==> src/rtl/uart_rx_param.sv <==
// rtl/uart_rx_param.sv - parametrised oversampled UART receiver with rdsig/rd_ack handshake
//
// Purpose: receives one UART frame at a time from the rx pin. The frame has a start bit,
// DATA_BITS data bits sent LSB first, an optional parity bit and STOP_BITS stop bits.
// Each finished word is held in dataout together with its error flags until the consumer
// accepts it with rd_ack.
//
// Ports:
//   clk         system clock
//   rst         asynchronous reset, active high
//   rx          serial input, asynchronous to clk
//   dataout     received word, valid while rdsig=1
//   rdsig       word available, held until accepted by rd_ack
//   rd_ack      consumer accepts the word in any cycle where rdsig=1
//   dataerror   parity error for the word in dataout
//   frameerror  a stop bit was sampled 0 for the word in dataout
//   breakdet    the word in dataout was a break (every sampled bit was 0)
//   overrun     sticky: an unaccepted word was overwritten
//   busy        frame reception in progress
module uart_rx_param #(
    parameter int CLKS_PER_BIT = 16,
    parameter int DATA_BITS    = 8,
    parameter int PARITY       = 1,
    parameter int STOP_BITS    = 1
) (
    input  logic                 clk,
    input  logic                 rst,
    input  logic                 rx,
    input  logic                 rd_ack,
    output logic [DATA_BITS-1:0] dataout,
    output logic                 rdsig,
    output logic                 dataerror,
    output logic                 frameerror,
    output logic                 breakdet,
    output logic                 overrun,
    output logic                 busy
);

    localparam int CNT_W = $clog2(CLKS_PER_BIT);
    localparam int IDX_W = $clog2(DATA_BITS + 1);

    // The start bit is sampled one cycle earlier than a plain half-bit count would give,
    // because entering START already costs a cycle after the edge is seen. Every later
    // sample then lands exactly one bit time after the previous one, and the last stop
    // sample loads the outputs directly, so rdsig rises in the cycle after it.
    localparam logic [CNT_W-1:0] START_LAST = CNT_W'(CLKS_PER_BIT / 2 - 2);
    localparam logic [CNT_W-1:0] BIT_LAST   = CNT_W'(CLKS_PER_BIT - 1);
    localparam logic [IDX_W-1:0] DATA_LAST  = IDX_W'(DATA_BITS - 1);
    localparam logic [IDX_W-1:0] STOP_LAST  = IDX_W'(STOP_BITS - 1);

    typedef enum logic [2:0] {
        S_IDLE,
        S_START,
        S_DATA,
        S_PARITY,
        S_STOP,
        S_WAIT_HIGH
    } state_t;

    state_t               state_q;
    logic                 rx_meta_q;
    logic                 rx_s_q;
    logic                 rx_prev_q;
    logic [CNT_W-1:0]     cnt_q;
    logic [IDX_W-1:0]     idx_q;
    logic [DATA_BITS-1:0] shift_q;
    logic                 par_bit_q;
    logic                 stop_err_q;
    logic                 seen_one_q;
    logic [DATA_BITS-1:0] dataout_q;
    logic                 rdsig_q;
    logic                 dataerror_q;
    logic                 frameerror_q;
    logic                 breakdet_q;
    logic                 overrun_q;
    logic                 busy_q;

    logic bit_tick;
    logic accept;
    logic par_err_d;

    assign bit_tick = (cnt_q == BIT_LAST);
    assign accept   = rdsig_q & rd_ack;

    always_comb begin
        par_err_d = 1'b0;
        if (PARITY == 1) begin
            par_err_d = par_bit_q ^ (^shift_q);
        end else if (PARITY == 2) begin
            par_err_d = par_bit_q ^ ~(^shift_q);
        end
    end

    always_ff @(posedge clk or posedge rst) begin
        if (rst) begin
            state_q      <= S_IDLE;
            rx_meta_q    <= 1'b1;
            rx_s_q       <= 1'b1;
            rx_prev_q    <= 1'b1;
            cnt_q        <= '0;
            idx_q        <= '0;
            shift_q      <= '0;
            par_bit_q    <= 1'b0;
            stop_err_q   <= 1'b0;
            seen_one_q   <= 1'b0;
            dataout_q    <= '0;
            rdsig_q      <= 1'b0;
            dataerror_q  <= 1'b0;
            frameerror_q <= 1'b0;
            breakdet_q   <= 1'b0;
            overrun_q    <= 1'b0;
            busy_q       <= 1'b0;
        end else begin
            rx_meta_q <= rx;
            rx_s_q    <= rx_meta_q;
            rx_prev_q <= rx_s_q;
            cnt_q     <= cnt_q + CNT_W'(1);

            if (accept) begin
                rdsig_q   <= 1'b0;
                overrun_q <= 1'b0;
            end

            case (state_q)
                S_IDLE: begin
                    cnt_q <= '0;
                    idx_q <= '0;
                    if (!rx_s_q && rx_prev_q) begin
                        state_q    <= S_START;
                        busy_q     <= 1'b1;
                        stop_err_q <= 1'b0;
                        seen_one_q <= 1'b0;
                    end
                end
                S_START: begin
                    if (cnt_q == START_LAST) begin
                        cnt_q <= '0;
                        if (rx_s_q) begin
                            // Line went back high before mid start bit: a glitch, not a frame.
                            state_q <= S_IDLE;
                            busy_q  <= 1'b0;
                        end else begin
                            state_q <= S_DATA;
                        end
                    end
                end
                S_DATA: begin
                    if (bit_tick) begin
                        cnt_q      <= '0;
                        shift_q    <= {rx_s_q, shift_q[DATA_BITS-1:1]};
                        seen_one_q <= seen_one_q | rx_s_q;
                        if (idx_q == DATA_LAST) begin
                            idx_q   <= '0;
                            state_q <= (PARITY != 0) ? S_PARITY : S_STOP;
                        end else begin
                            idx_q <= idx_q + IDX_W'(1);
                        end
                    end
                end
                S_PARITY: begin
                    if (bit_tick) begin
                        cnt_q      <= '0;
                        par_bit_q  <= rx_s_q;
                        seen_one_q <= seen_one_q | rx_s_q;
                        state_q    <= S_STOP;
                    end
                end
                S_STOP: begin
                    if (bit_tick) begin
                        cnt_q <= '0;
                        if (!rx_s_q) begin
                            stop_err_q <= 1'b1;
                        end
                        seen_one_q <= seen_one_q | rx_s_q;
                        if (idx_q == STOP_LAST) begin
                            idx_q        <= '0;
                            busy_q       <= 1'b0;
                            dataout_q    <= shift_q;
                            dataerror_q  <= par_err_d;
                            frameerror_q <= stop_err_q | ~rx_s_q;
                            breakdet_q   <= ~(seen_one_q | rx_s_q);
                            rdsig_q      <= 1'b1;
                            // Overwriting a word nobody took is an overrun; an accept in
                            // this same cycle means the old word was consumed in time.
                            overrun_q    <= rdsig_q & ~rd_ack;
                            state_q      <= rx_s_q ? S_IDLE : S_WAIT_HIGH;
                        end else begin
                            idx_q <= idx_q + IDX_W'(1);
                        end
                    end
                end
                S_WAIT_HIGH: begin
                    // A line stuck low (break) must return high before a new start edge counts.
                    cnt_q <= '0;
                    idx_q <= '0;
                    if (rx_s_q) begin
                        state_q <= S_IDLE;
                    end
                end
                default: begin
                    state_q <= S_IDLE;
                    busy_q  <= 1'b0;
                end
            endcase
        end
    end

    assign dataout    = dataout_q;
    assign rdsig      = rdsig_q;
    assign dataerror  = dataerror_q;
    assign frameerror = frameerror_q;
    assign breakdet   = breakdet_q;
    assign overrun    = overrun_q;
    assign busy       = busy_q;

endmodule

==> config.mk <==
export PLATFORM = sky130hd
export DESIGN_NAME = uart_rx_param
export DESIGN_NICKNAME = d
export VERILOG_FILES = /design/src/rtl/uart_rx_param.sv
export SDC_FILE = /design/constraint.sdc
export NUM_CORES = 1
export LEC_CHECK = 0
export BUFFER_PORTS_ARGS = -buffer_cell sky130_fd_sc_hd__buf_2
export CAP_MARGIN = 20
export CORE_MARGIN = 5
export CORE_UTILIZATION = 40
export DETAILED_ROUTE_END_ITERATION = 16
export PLACE_DENSITY_LB_ADDON = 0.2
export SYNTH_ARGS = -nofsm -noshare
export SYNTH_HDL_FRONTEND = slang
export SYNTH_SLANG_ARGS = --single-unit
==> constraint.sdc <==
create_clock -name clk -period 2.8 [get_ports clk]
set_input_delay 0.14 -clock clk [delete_from_list [all_inputs] [get_ports clk]]
set_output_delay 0.14 -clock clk [all_outputs]
set_load 0.005 [all_outputs]
* After elaboration in Yosys (flattened, before gate mapping) *
Cells that the tools add are included.
W data, S select, Z words.

operators by class
  $add $sub $neg = 2
  reduce and logical (&&, ||, !) cells = 19
  bitwise logic cells = 9
  equal/unequal tests = 19
  multiplexer cells = 39

operators by type and width
  operator               count
  $mux W3                9
  $mux W4                6
  $pmux W4 S3            2
  $ne A2 B2 Y1 const B   10
  $pmux W3 S6            1
  $mux W1                17
  $reduce_and A3 Y1      3
  $add A4 B1 Y4 const B  2
  $eq A4 B3 Y1 const B   2
  $reduce_and A8 Y1      1
  $reduce_xor A8 Y1      1
  $eq A3 B2 Y1 const B   2
  $eq A3 B3 Y1 const B   2
  $reduce_and A6 Y1      1
  $reduce_or A3 Y1       2
  $eq A4 B4 Y1 const B   1
  $logic_not A4 Y1       1
  $not A1 Y1             4
  $pmux W1 S2            2
  $pmux W1 S4            1
  $reduce_and A2 Y1      2
  $reduce_and A4 Y1      1
  $reduce_bool A2 Y1     2
  $eq A3 B1 Y1 const B   1
  10 further kinds       12

word-level totals
  register bits after elaboration = 39
  logic and storage cells = 105
  input port bits = 4

* Depth between registers and ports, before layout *
  depth in word-level cells = 5
  depth in mapped cells = 7
  gate-level depth less buffers = 6

* Least setup slack after synthesis *
Ideal clock, no wire load.

  path type = register to register
  start = register idx_q[1] (netlist name)
  end = register seen_one_q
  cell stages (with the launch flop) = 7
  slack = 1.139 ns
  arrival time = 1.535 ns
  required time = 2.674 ns
  period minus slack after synthesis = 1.661 ns
  cell sequence = dfrtp_1 -> inv_1 -> ha_1 -> nor3b_4 -> a311oi_4 -> or2_4 -> o32a_1

RTL lines
  what                    RTL line  RTL
  end signal: assignment  151       seen_one_q <= seen_one_q | rx_s_q;
  end signal: assignment  164       seen_one_q <= seen_one_q | rx_s_q;
  end signal: assignment  174       seen_one_q <= seen_one_q | rx_s_q;
  end: declaration        69        logic seen_one_q;

* Worst setup path in the final report *
  start = register cnt_q[0]
  end = register shift_q[5]

on the way
  word-level cells in the longest chain between the ends = 2

RTL lines
  what                         RTL line  RTL
  start: declaration           64        logic [CNT_W-1:0] cnt_q;
  start signal: assignment     117       cnt_q <= cnt_q + CNT_W'(1);
  $eq A4 B4 Y1                 82        assign bit_tick = (cnt_q == BIT_LAST);
  $reduce_and A2 Y1 (no line)  n/a
  end signal: assignment       150       shift_q <= {rx_s_q, shift_q[DATA_BITS-1:1]};
  end: declaration             66        logic [DATA_BITS-1:0] shift_q;

Every way passes these cells.
A chain may end at the register's enable or synchronous reset.

==> impl_metrics.toml <==
[run_status]
outcome = "completed"

[routing]
route.detailed.drc = 0
num_vias = 1311
routed_wl_um = 3560
dr.pass1.iters = 4
avgRoutedWirePerCell_um = 13.8
drt-vias-per-instance = 5.08
drtAntennaViolNets = 0
drtIter0Drc = 90

[clocking]
clk_pin_slew_ps = 80
cts_setup_buffers = 0
h-tree-depth = 2
cts_tree = "built"
clock_sinks = 39
clk_latency_ps = 290
cts_made_buffers = 5
cts_root_buffer = "clkbuf_8"
cts_buffer_depth = 2

[critical_path]
required_ps = 2970
cp_max_fo = 8
arrival_ps = 2230
end_kind = "flip-flop"
crit_slowest_cell = "nor2b_1"
crit_chain = "ha_1 -> nand4b_1 -> nor2b_1 -> mux2_2"
cp_slowest_stage_delay_ps = 700
crit_buf_inv = 0
cp_top_family = "simple AND/OR/NAND/NOR gates"
path_class = "reg -> reg"
startpoint_type = "flip-flop"

[place]
port_buffers = 17
pre_cts_ws_ps = 732
place_congestion = 0.772
hpwl_um = 2470

[pwr]
p_int_w = 0.00112
leakagePower_nw = 1.07
vdd_drop_max_mv = 0.366
p_per_area_mw_per_mm2 = 735
clockPowerShare_pct = 28.0
p_sw_w = 0.000530
swShare_pct = 32.1
pwr-share-seq_pct = 45.5
combPwrFrac_pct = 26.5

[cells_and_area]
area_growth_pct = 12.8
diodes = 0
drive_gt1_share_pct = 28.3
nNetsFinal = 198

[hold_path]
holdCritPathClass = "in -> reg"

[grt]
grt_max_degree = 40
antenna_found_initial = 0
grtUsageTotal_pct = 12.5
gr-total-overflow = 0
grt_first_pass_wirelength_um = 6320
grt_pass1_vias = 1414

[synthesis]
ys_warn_count = 0
syn_nets = 178
synthTopCellsByArea = "dfrtp_1 (45%), mux2_2 (8.5%), dfstp_2 (4.0%)"
synthCells = 170
synth.distinct_cells = 47
synth-seq-cells = 39
ys_seq_area_share_pct = 49.3
syn_avg_cell_area_sq_um = 11.7
async_flop_share_pct = 100
synth_area_sq_mm = 0.00199
synth_flop_cell = "dfrtp_1"
yosysTopAreaCellShare_pct = 45.3
yosysTopAreaCell = "dfrtp_1"
synth_edf_count = 0

[sta]
slew_headroom_pct = 45.3
period_share_pct = 73.5
rsz0062_at_grt = "false"
worst_pin_slew_ps = 819
finalHoldViolations = 0
layout_setup_ws_ps = 743
min_period_ps = 2060
max_freq_ghz = 0.486
maxSlewViolCount = 0
setup_viol = 0
tns_ps = 0
skew_ps = 12.5

[die]
dieHeight_um = 80.5
initial_utilization_pct = 41.5
placement_rows = 25
die_area_sq_mm = 0.00648
design.portCount = 18
die_w_um = 80.5
core_area_sq_mm = 0.00479

[flow_run]
maxCapViolCount = 0
[power groups by stage]
stage | clock network [W] | logic (W) | registers, W
detailed placement | 0 | 0.000440 | 0.000761
floorplan | 0 | 0.000392 | 0.000725
global placement | 0 | 0.000436 | 0.000759
global route | 0.000492 | 0.000499 | 0.000766
finish | 0.000462 | 0.000438 | 0.000750
CTS | 0.000469 | 0.000444 | 0.000750
[cell families after synthesis]
| kind of cell | count (synthesis) | synth area share (%) |
|---|---|---|
| AND/OR/NAND/NOR | 49 | 14.6 |
| buffers and inverters | 15 | 4.28 |
| flip-flops | 39 | 49.3 |
| AO/OA/AOI/OAI | 36 | 14.2 |
| adder cells (fa/ha/maj) | 4 | 2.52 |
| XOR/XNOR | 9 | 4.66 |
| multiplexers | 18 | 10.5 |
[cell usage in the layout (no fill, tap or decap), drive strengths merged, types with 3 or more instances in the layout]
cell    synthesis  final
nand3           5      5
nand2          12     12
nor2b           6      6
nor2            8      8
clkbuf          3      7
mux2           17     17
dfrtp          36     36
nor3b           3      3
o21ai          10     10
buf             6     20
xnor2           6      6
o31ai           5      5
dfstp           3      3
inv             6      6
nand2b          3      3
ha              4      4
o211ai          3      3
a21oi           5      5
[sequential cells by signal, indices dropped and copies added, names as in the netlist]
register    count
frameerror      1
overrun         1
dataerror       1
idx_q           4
seen_one_q      1
shift_q         8
dataout         8
rx_s_q          1
rx_meta_q       1
rx_prev_q       1
busy            1
rdsig           1
breakdet        1
stop_err_q      1
state_q         3
par_bit_q       1
cnt_q           4
[through the flow]
step,std cells,util (%),instance area (sq um),total power (W),hold slack (ps)
after floorplan,170,-,1990,0.00112,144
after global placement,248,44.2,2120,0.00119,246
after detailed placement,248,44.2,2120,0.00120,246
after CTS,258,46.9,2240,0.00166,24.6
after global routing,258,46.9,2240,0.00176,25.1
final,258,46.9,2240,0.00165,23.4
[per-layer routing]
layer  wire [um]  GRT usage (%)  vias to the layer above
met1        1640           14.7                      647
li1            -              -                      642
met2        1760           21.8                       16
met5           0              0                        -
met4          44           4.05                        0
met3         111           3.48                        6
[Yosys cell counts, types with 2 or more instances]
cell type and number:
mux2_4 2, nor3_1 2, nand2_1 12, a21oi_1 5, xor2_1 2, nor3b_1 2
nor2_1 8, nor2b_1 6, o21ai_0 10, dfstp_2 3, nand3b_1 2, o211ai_1 3
dfrtp_1 36, and3_1 2, inv_1 6, buf_2 2, nand3_1 5, nand2b_1 3
ha_1 4, clkbuf_1 3, o31ai_1 5, xnor2_1 6, mux2_2 15, buf_6 3
[cell type report]
class	instances	area, sq um
clock inverter	1	30.0
tap	67	83.8
sequential	39	980
timing repair buffer	22	128
fill	442	2540
multi-input combinational	116	923
inverter	6	22.5
clock buffer	7	76.3
[path summary, 6_finish.rpt]
path,start,end,slack [ps],cells past startpoint
max in group asynchronous,rst,rx_s_q,1920,4
setup / recovery,cnt_q[0],shift_q[5],740,4
hold reg to reg,rx_meta_q,rx_s_q,360,0
hold / removal,rd_ack,overrun,20,2
setup reg to reg,cnt_q[0],shift_q[5],740,4
min in group asynchronous,rst,state_q[1],510,4
[what timing repair did]
item                                    CTS  global route
endpoints found under the setup margin    0             0
hold buffers                              2             0
resized for setup                         0             0
hold endpoints to repair                 37             0
No activity file was read; power rests on OpenSTA's default activity.
